--- config.mk ---
export PLATFORM = sky130hd
export DESIGN_NAME = uart_rx
export DESIGN_NICKNAME = d
export VERILOG_FILES = /design/src/rtl/uart_pkg.sv /design/src/rtl/uart_sync2.sv /design/src/rtl/uart_rx.sv
export SDC_FILE = /design/constraint.sdc
export NUM_CORES = 1
export LEC_CHECK = 0
export BUFFER_PORTS_ARGS = -buffer_cell sky130_fd_sc_hd__buf_2
export CAP_MARGIN = 20
export CORE_MARGIN = 2
export CORE_UTILIZATION = 45
export DETAILED_ROUTE_END_ITERATION = 12
export PLACE_DENSITY_LB_ADDON = 0.2
export SLEW_MARGIN = 10
export SYNTH_ARGS = -nofsm -noshare
export SYNTH_HDL_FRONTEND = slang
export SYNTH_SLANG_ARGS = --single-unit
--- constraint.sdc ---
create_clock -name i_clock -period 2.18 [get_ports i_clock]
set_input_delay 0.327 -clock i_clock [delete_from_list [all_inputs] [get_ports i_clock]]
set_output_delay 0.327 -clock i_clock [all_outputs]
set_load 0.01 [all_outputs]
--- src/rtl/uart_pkg.sv ---
// uart_pkg: encodings and helpers shared by the UART receiver and transmitter.
// Latency: n/a (declarations only).
// Backpressure: n/a; keeping FSM encodings here keeps rx/tx debug views consistent.
package uart_pkg;

  // Payload width of one UART character.
  localparam int DATA_BITS = 8;

  // FSM encodings (3-bit). S_PARITY is only reachable when parity is built in.
  localparam logic [2:0] S_IDLE    = 3'd0;
  localparam logic [2:0] S_START   = 3'd1;
  localparam logic [2:0] S_DATA    = 3'd2;
  localparam logic [2:0] S_STOP    = 3'd3;
  localparam logic [2:0] S_CLEANUP = 3'd4;
  localparam logic [2:0] S_PARITY  = 3'd5;

  // Counter value at which a bit is half-way through, used to validate a start bit.
  function automatic int mid_bit_count(input int clks_per_bit);
    return (clks_per_bit - 1) / 2;
  endfunction

  // Even parity: the parity bit that makes the total number of ones even.
  function automatic logic even_parity(input logic [DATA_BITS-1:0] data);
    return ^data;
  endfunction

endpackage

--- src/rtl/uart_sync2.sv ---
// uart_sync2: two-flop synchronizer for one asynchronous input, programmable reset value.
// Latency: 2 clocks from pin to o_sync.
// Backpressure: none; free-running sampler.
module uart_sync2 #(
  parameter logic RST_VAL = 1'b1
) (
  input  logic i_clock,
  input  logic i_reset,
  input  logic i_async,
  output logic o_sync
);

  logic r_meta;
  logic r_sync;

  // Two-stage capture; reset value chosen by the user so reset cannot look like line activity.
  always_ff @(posedge i_clock) begin
    if (i_reset) begin
      r_meta <= RST_VAL;
      r_sync <= RST_VAL;
    end else begin
      r_meta <= i_async;
      r_sync <= r_meta;
    end
  end

  assign o_sync = r_sync;

endmodule

--- src/rtl/uart_rx.sv ---
// uart_rx: 8N1 LSB-first UART receiver, mid-bit sampling, start-glitch rejection, framing check.
// Latency: stop bit sampled (CLKS_PER_BIT-1)/2 + 9*CLKS_PER_BIT + 1 clocks after the synced line
//          first reads low (+2 clocks pin-to-sync); o_rx_dv one clock later. Optional even parity: UART_RX_PARITY_EN.
// Backpressure: none; the line cannot be stalled, so each byte is offered for exactly one cycle.
module uart_rx
  import uart_pkg::*;
#(
  parameter int CLKS_PER_BIT = 87
) (
  input  logic                 i_clock,
  input  logic                 i_reset,
  input  logic                 i_rx_serial,
  output logic                 o_rx_dv,
  output logic [DATA_BITS-1:0] o_rx_byte,
  output logic                 o_rx_active,
  output logic                 o_rx_frame_err,
  output logic                 o_rx_parity_err
);

  // Bit-period counter width is derived from the period and is never overridden.
  localparam int CNT_W = (CLKS_PER_BIT > 1) ? $clog2(CLKS_PER_BIT) : 1;
  localparam logic [CNT_W-1:0] LP_MID  = CNT_W'(mid_bit_count(CLKS_PER_BIT));
  localparam logic [CNT_W-1:0] LP_LAST = CNT_W'(CLKS_PER_BIT - 1);
  localparam logic [2:0]       LP_LAST_BIT = 3'(DATA_BITS - 1);

  logic                 w_rx_s;
  logic [2:0]           r_state;
  logic [2:0]           w_state_nxt;
  logic [CNT_W-1:0]     r_cnt;
  logic                 w_cnt_clr;
  logic                 w_mid;
  logic                 w_last;
  logic [2:0]           r_bit_idx;
  logic [DATA_BITS-1:0] r_shift;
  logic [DATA_BITS-1:0] r_byte;
  logic                 r_dv;
  logic                 r_frame_err;
  logic                 r_active;
  logic                 w_data_smp;
  logic                 w_stop_smp;

  // Line idles high, so the synchronizer resets to 1 and reset never fakes a start bit.
  uart_sync2 #(
    .RST_VAL (1'b1)
  ) u_sync (
    .i_clock (i_clock),
    .i_reset (i_reset),
    .i_async (i_rx_serial),
    .o_sync  (w_rx_s)
  );

  assign w_mid      = (r_cnt == LP_MID);
  assign w_last     = (r_cnt == LP_LAST);
  assign w_data_smp = (r_state == S_DATA) && w_last;
  assign w_stop_smp = (r_state == S_STOP) && w_last;

  // Next-state and counter-clear decode; the counter otherwise advances every clock.
  always_comb begin
    w_state_nxt = r_state;
    w_cnt_clr   = 1'b0;
    case (r_state)
      S_IDLE: begin
        w_cnt_clr = 1'b1;
        if (!w_rx_s) begin
          w_state_nxt = S_START;
        end
      end
      S_START: begin
        // Re-check the line half a bit later; a high line means the edge was noise.
        if (w_mid) begin
          w_cnt_clr   = 1'b1;
          w_state_nxt = w_rx_s ? S_IDLE : S_DATA;
        end
      end
      S_DATA: begin
        if (w_last) begin
          w_cnt_clr = 1'b1;
          if (r_bit_idx == LP_LAST_BIT) begin
`ifdef UART_RX_PARITY_EN
            w_state_nxt = S_PARITY;
`else
            w_state_nxt = S_STOP;
`endif
          end
        end
      end
`ifdef UART_RX_PARITY_EN
      S_PARITY: begin
        if (w_last) begin
          w_cnt_clr   = 1'b1;
          w_state_nxt = S_STOP;
        end
      end
`endif
      S_STOP: begin
        if (w_last) begin
          w_cnt_clr   = 1'b1;
          w_state_nxt = S_CLEANUP;
        end
      end
      S_CLEANUP: begin
        w_cnt_clr   = 1'b1;
        w_state_nxt = S_IDLE;
      end
      default: begin
        w_cnt_clr   = 1'b1;
        w_state_nxt = S_IDLE;
      end
    endcase
  end

  // State register and bit-period counter.
  always_ff @(posedge i_clock) begin
    if (i_reset) begin
      r_state <= S_IDLE;
      r_cnt   <= '0;
    end else begin
      r_state <= w_state_nxt;
      if (w_cnt_clr) begin
        r_cnt <= '0;
      end else begin
        r_cnt <= r_cnt + CNT_W'(1);
      end
    end
  end

  // Bit index and shift register: each data bit lands in its own position, LSB first.
  always_ff @(posedge i_clock) begin
    if (i_reset) begin
      r_bit_idx <= '0;
      r_shift   <= '0;
    end else if (r_state != S_DATA) begin
      r_bit_idx <= '0;
    end else if (w_data_smp) begin
      r_shift[r_bit_idx] <= w_rx_s;
      r_bit_idx          <= (r_bit_idx == LP_LAST_BIT) ? 3'd0 : r_bit_idx + 3'd1;
    end
  end

  // Stop-bit verdict: good stop publishes the byte, bad stop keeps the old byte and flags it.
  always_ff @(posedge i_clock) begin
    if (i_reset) begin
      r_byte      <= '0;
      r_dv        <= 1'b0;
      r_frame_err <= 1'b0;
    end else begin
      r_dv        <= 1'b0;
      r_frame_err <= 1'b0;
      if (w_stop_smp) begin
        if (w_rx_s) begin
          r_byte <= r_shift;
          r_dv   <= 1'b1;
        end else begin
          r_frame_err <= 1'b1;
        end
      end
    end
  end

  // Busy flag tracks the registered state: high from START through CLEANUP.
  always_ff @(posedge i_clock) begin
    if (i_reset) begin
      r_active <= 1'b0;
    end else begin
      r_active <= (w_state_nxt != S_IDLE);
    end
  end

`ifdef UART_RX_PARITY_EN
  logic r_par_bit;
  logic r_parity_err;

  // Capture the parity bit, then judge it alongside the stop-bit verdict so both strobes coincide.
  always_ff @(posedge i_clock) begin
    if (i_reset) begin
      r_par_bit    <= 1'b0;
      r_parity_err <= 1'b0;
    end else begin
      r_parity_err <= 1'b0;
      if ((r_state == S_PARITY) && w_last) begin
        r_par_bit <= w_rx_s;
      end
      if (w_stop_smp) begin
        r_parity_err <= (even_parity(r_shift) != r_par_bit);
      end
    end
  end

  assign o_rx_parity_err = r_parity_err;
`else
  assign o_rx_parity_err = 1'b0;
`endif

  assign o_rx_dv        = r_dv;
  assign o_rx_byte      = r_byte;
  assign o_rx_active    = r_active;
  assign o_rx_frame_err = r_frame_err;

endmodule

==> results.sh, run 1 <==
export IMPL_run_status="complete, no violations"
export IMPL_cts_hold_buffers_added=0
export IMPL_skew_ps=9.22
export IMPL_root_buffer="clkbuf_4"
export IMPL_die_w_um=61.8
export IMPL_cap_violations=0
export IMPL_vias=1053
export IMPL_postSynthAreaPerCell_um2=9.81
export IMPL_insertion_delay_ps=340
export IMPL_hpwl_mm=1.87
export IMPL_mostFrequentLayoutCells="34 x dfxtp_1, 15 x mux2i_1, 13 x nor2_1, 13 x buf_2, 12 x nor3_1"
export IMPL_antenna_found_initial=0
export IMPL_peakVddDrop_v=0.000429
export IMPL_coreArea_um2=3100
export IMPL_yosysSeqAreaShare=0.453
export IMPL_grt_max_degree=22
export IMPL_routed_via_density=5.01
export IMPL_synth_cell_types=39
export IMPL_top_usage_layer="met2"
export IMPL_fin_setup_tns_ps=0
export IMPL_drc_errors=0
export IMPL_layout_commonest_cell="dfxtp_1"
export IMPL_fin_crit_ps=1820
export IMPL_finalHoldViolCount=0
export IMPL_crit_fanout=7
export IMPL_clk_pin_slew_ps=90
export IMPL_ys_ff_latch=34
export IMPL_r2r_slack_ps=360
export IMPL_cpLargestDelayFamily="simple AND/OR/NAND/NOR gates"
export IMPL_hp_class="primary input to flop"
export IMPL_rows=20
export IMPL_grt_overflow_total=0
export IMPL_routed_wl_mm=2.59
export IMPL_clock_path_buffers=2
export IMPL_grt_pass1_vias=1028
export IMPL_gp_congestion=0.759
export IMPL_grt_use_total=0.169
export IMPL_ant_nets=0
export IMPL_area_delta_synth_final_pct=8.92
export IMPL_rsz0062_at_grt="false"
export IMPL_fillers=301
export IMPL_cts_max_level=2
export IMPL_first_iter_violations=37
export IMPL_layout_nets=172
export IMPL_cp_num_buf_inv=2
export IMPL_startpoint_type="flop"
export IMPL_slowest_delay_ps=460
export IMPL_avgRoutedWirePerCell_um=12.3
export IMPL_cts_sinks=34
export IMPL_synth_edf_count=0
export IMPL_cp_data_required_time_ps=2410
export IMPL_pin_count=15
export IMPL_regArea_um2=681
export IMPL_setup_violations=0
export IMPL_cts_resized=0
export IMPL_synth_ff_type="dfxtp_1"
export IMPL_die_h_um=61.8
export IMPL_final_core_util=0.527
export IMPL_drive_gt1_frac=0.205
export IMPL_critPathCaptureType="flop"
export IMPL_met3_usage=0.0559
export IMPL_finalMaxSlewViolations=0
export IMPL_finalCritPeriodShare=0.833
export IMPL_cts_buffers=5
export IMPL_syn_area_um2=1500
export IMPL_postCtsSetupBuffers=0
export IMPL_p_per_area_nw_per_um2=624
export IMPL_crit_type="flop to flop"
export IMPL_syn_nets=160
export IMPL_worstPathCellList="inv_1 -> ha_1 -> nand4bb_4 -> nor4_2 -> buf_4 -> mux2i_1 -> nor2_1"
export IMPL_postSynthCellCount=153
export IMPL_cts_tree="built"
export IMPL_crit_arrival_ps=2040
export IMPL_gr_usage_met1=0.217
export IMPL_fmax_ghz=0.551
export IMPL_yosysWarningCount=0
export IMPL_dieArea_um2=3810
export IMPL_slowest_stage="nor4_2"
export IMPL_leakagePower_nw=0.578
export IMPL_start_util=0.484
export IMPL_async_reset_ff_frac=0
export IMPL_portBuffers=13
export IMPL_multiInputGateArea_um2=759
export IMPL_grt_pass1_wl_mm=4.62
export IMPL_diodes=0
export IMPL_firstDrtPassIters=4
export IMPL_grt_use_met2=0.256
[registers in the layout (all words and copies together), names as in the netlist]
signal	cells
u_sync.r_meta	1
o_rx_frame_err	1
o_rx_byte	8
r_state	3
r_bit_idx	3
r_cnt	7
o_rx_active	1
u_sync.o_sync	1
r_shift	8
o_rx_dv	1
[path summary, 6_finish.rpt]
| path | to | cells after the start | startpoint |
|---|---|---|---|
| hold / removal | u_sync.r_meta$_SDFF_PP1_ | 2 | i_rx_serial |
| setup / recovery | o_rx_byte[4]$_SDFFE_PP0P_ | 7 | r_cnt[0]$_SDFF_PP0_ |
| setup reg to reg | o_rx_byte[4]$_SDFFE_PP0P_ | 7 | r_cnt[0]$_SDFF_PP0_ |
| hold reg to reg | u_sync.o_sync$_SDFF_PP1_ | 1 | u_sync.r_meta$_SDFF_PP1_ |
[Yosys cell counts (2+ instances only)]
library cell | instances | area (um2)
a21oi_1 | 4 | 20.0
nor3_1 | 12 | 60.1
mux2_2 | 2 | 22.5
nor2b_1 | 3 | 18.8
ha_1 | 4 | 50.1
or2_2 | 3 | 18.8
xor2_1 | 2 | 17.5
or3_1 | 2 | 12.5
nor3_2 | 2 | 20.0
xnor2_1 | 3 | 26.3
dfxtp_1 | 34 | 681
inv_1 | 2 | 7.51
buf_4 | 2 | 15.0
clkbuf_1 | 4 | 15.0
nand2_1 | 9 | 33.8
nor4_1 | 3 | 18.8
nand2b_1 | 10 | 62.6
nor2_1 | 13 | 48.8
mux2i_1 | 15 | 150
nand3b_1 | 3 | 22.5
nand3_1 | 3 | 15.0
[metrics by stage]
step	hold slack [ps]	worst slack, ps	power [W]	area [um2]	std cells
4_1_cts	142	321	0.00104	1640	210
3_5_place_dp	392	329	0.000673	1580	202
5_1_grt	134	183	0.00107	1640	210
6_report	160	364	0.00102	1640	210
2_1_floorplan	389	630	0.000668	1500	153
3_3_place_gp	395	408	0.000673	1580	202
[final cells by class]
type | count | share of cell area
multi-input combinational | 108 | 0.464
sequential | 34 | 0.416
timing repair buffer | 14 | 0.0444
clock buffer | 7 | 0.0337
tap | 44 | 0.0337
inverter | 2 | 0.00459
clock inverter | 1 | 0.00306
[where the power goes]
group / total (W) / internal [W] / switching (W)
Clock: 0.000362 / 0.000156 / 0.000206
Sequential: 0.000630 / 0.000625 / 0.00000494
Combinational: 0.0000286 / 0.0000108 / 0.0000178
Total: 0.00102 / 0.000792 / 0.000229
[worst register-to-register path: stages (launching register included)]
cell and delay, ps:
dfxtp_1 340, inv_1 60, ha_1 190, nand4bb_4 120, nor4_2 460, buf_4 270, mux2i_1 210, nor2_1 60
[layer usage]
layer / share of wire / up-vias
li1: - / 546
met1: 0.47 / 484
met2: 0.47 / 17
met3: 0.041 / 6
met4: 0.023 / 0
met5: 0 / -
[kinds of logic after synthesis]
group                      after synthesis  synth area share
and+or+nand+nor                         70             0.273
DFF                                     34             0.453
muxes                                   17             0.115
AOI/OAI and AO/OA                       11            0.0492
buffers and inverters                   11            0.0450
xor gates and xnor gates                 5            0.0292
adders and majority gates                4            0.0333
other                                    1           0.00250
No activity file was read; power rests on OpenSTA's default activity.
==> run 2, diff against run 1 <==
- clock period: 2.18 -> 1.9 ns (I/O delays scaled with it)
==> run 2 against run 1 <==
Cell count unchanged. Sequential share of layout area down 0.44 points. Clock power up 43%. Register-to-register slack worse by 170 ps. Clock skew up 0.73 ps. Sequential cell count unchanged. Via count up 1.5%. Die area unchanged. Highest routed layer unchanged.
==> results.sh, run 2 (synthesis results as in run 1) <==
export IMPL_rsz0062_at_grt="false"
export IMPL_peakVddDrop_v=0.000700
export IMPL_portBuffers=13
export IMPL_coreArea_um2=3100
export IMPL_fin_ws_ps=191
export IMPL_p_per_area_nw_per_um2=772
export IMPL_firstDrtPassIters=4
export IMPL_start_util=0.484
export IMPL_die_w_um=61.8
export IMPL_run_status="complete, no violations"
export IMPL_antenna_found_initial=0
export IMPL_dieArea_um2=3810
export IMPL_fillers=309
export IMPL_crit_arrival_ps=1970
export IMPL_clk_pin_slew_ps=100
export IMPL_grt_overflow_total=0
export IMPL_cts_buffers=5
export IMPL_maxSlewHeadroom=0.656
export IMPL_dpl_worst_slack_ps=204
export IMPL_pin_count=15
export IMPL_hp_class="primary input to flop"
export IMPL_grt_use_total=0.159
export IMPL_ant_nets=0
export IMPL_grt_pass1_wl_mm=4.32
export IMPL_rows=20
export IMPL_fmax_ghz=0.585
export IMPL_insertion_delay_ps=340
export IMPL_clock_path_buffers=2
export IMPL_routed_wl_mm=2.47
export IMPL_finalHoldViolCount=0
export IMPL_setup_violations=0
export IMPL_gp_congestion=0.786
export IMPL_area_delta_synth_final_pct=10.1
export IMPL_cts_hold_buffers_added=0
export IMPL_routed_top_layer="met4"
export IMPL_diodes=0
export IMPL_drive_gt1_frac=0.211
export IMPL_critPathCaptureType="flop"
export IMPL_skew_ps=9.96
export IMPL_whs_ps=125
export IMPL_crit_type="flop to flop"
export IMPL_cp_data_required_time_ps=2160
export IMPL_crit_fanout=14
export IMPL_leakagePower_nw=0.587
export IMPL_grt_pass1_vias=984
export IMPL_mostFrequentLayoutCells="34 x dfxtp_1, 15 x mux2i_1, 13 x nor2_1, 13 x buf_2, 12 x nor3_1"
export IMPL_fin_crit_ps=1710
export IMPL_worstMarginPinSlew_ps=517
export IMPL_vias=1069
export IMPL_cap_violations=0
export IMPL_finalMaxSlewViolations=0
export IMPL_grt_max_degree=22
export IMPL_fin_setup_tns_ps=0
export IMPL_cts_sinks=34
export IMPL_avgRoutedWirePerCell_um=11.7
export IMPL_met1Wirelength_mm=1.18
export IMPL_layout_commonest_cell="dfxtp_1"
export IMPL_hpwl_mm=1.76
export IMPL_root_buffer="clkbuf_4"
export IMPL_routed_via_density=5.09
export IMPL_cts_resized=0
export IMPL_postCtsSetupBuffers=0
export IMPL_die_h_um=61.8
export IMPL_drc_errors=0
export IMPL_route_met2_wl_mm=1.13
export IMPL_cts_tree="built"
export IMPL_layout_nets=172
export IMPL_first_iter_violations=61
export IMPL_wl_met3_um=114
export IMPL_cts_max_level=2
export IMPL_finalCritPeriodShare=0.899
export IMPL_startpoint_type="flop"
run 2: area by class of cell:
cell class,count,area (um2),share of cell area
multi-input combinational,108,759,0.459
clock buffer,5,37.5,0.0227
inverter,2,7.51,0.00454
timing repair buffer,14,72.6,0.0439
tap,44,55.1,0.0333
sequential,34,681,0.412
clock inverter,3,40.0,0.0242
run 2: path summary, 6_finish.rpt:
path | from | to | slack (ps) | cells after the start
min | i_rx_serial | u_sync.r_meta$_SDFF_PP1_ | 130 | 2
min reg2reg | u_sync.r_meta$_SDFF_PP1_ | u_sync.o_sync$_SDFF_PP1_ | 420 | 1
max | r_cnt[0]$_SDFF_PP0_ | r_shift[1]$_SDFFE_PP0P_ | 190 | 6
max reg2reg | r_cnt[0]$_SDFF_PP0_ | r_shift[1]$_SDFFE_PP0P_ | 190 | 6
run 2: routing by layer:
| layer | global-route usage | vias to the layer above |
|---|---|---|
| li1 | - | 547 |
| met1 | 0.197 | 498 |
| met2 | 0.244 | 19 |
| met3 | 0.0683 | 5 |
| met4 | 0.0638 | 0 |
| met5 | 0 | - |
run 2: worst max-delay path, cell delays in order, from the launching register on:
cell	delay (ps)
dfxtp_1	340
inv_1	60
ha_1	180
nand4bb_4	120
or2_1	420
nor3_1	300
mux2i_1	210
run 2: report_power, final:
part           internal, W  leakage, nW  switching, W
clock network     0.000272       0.0450      0.000247
registers         0.000717        0.275    0.00000578
logic            0.0000125        0.268     0.0000207
run 2: metrics by stage:
step | utilization | total power, W | cell area, um2 | instances
final | 0.533 | 0.00128 | 1650 | 210
after detailed placement | 0.508 | 0.000772 | 1580 | 202
after floorplan | - | 0.000766 | 1500 | 153
after global routing | 0.533 | 0.00132 | 1650 | 210
after global placement | 0.508 | 0.000772 | 1580 | 202
after CTS | 0.533 | 0.00128 | 1650 | 210
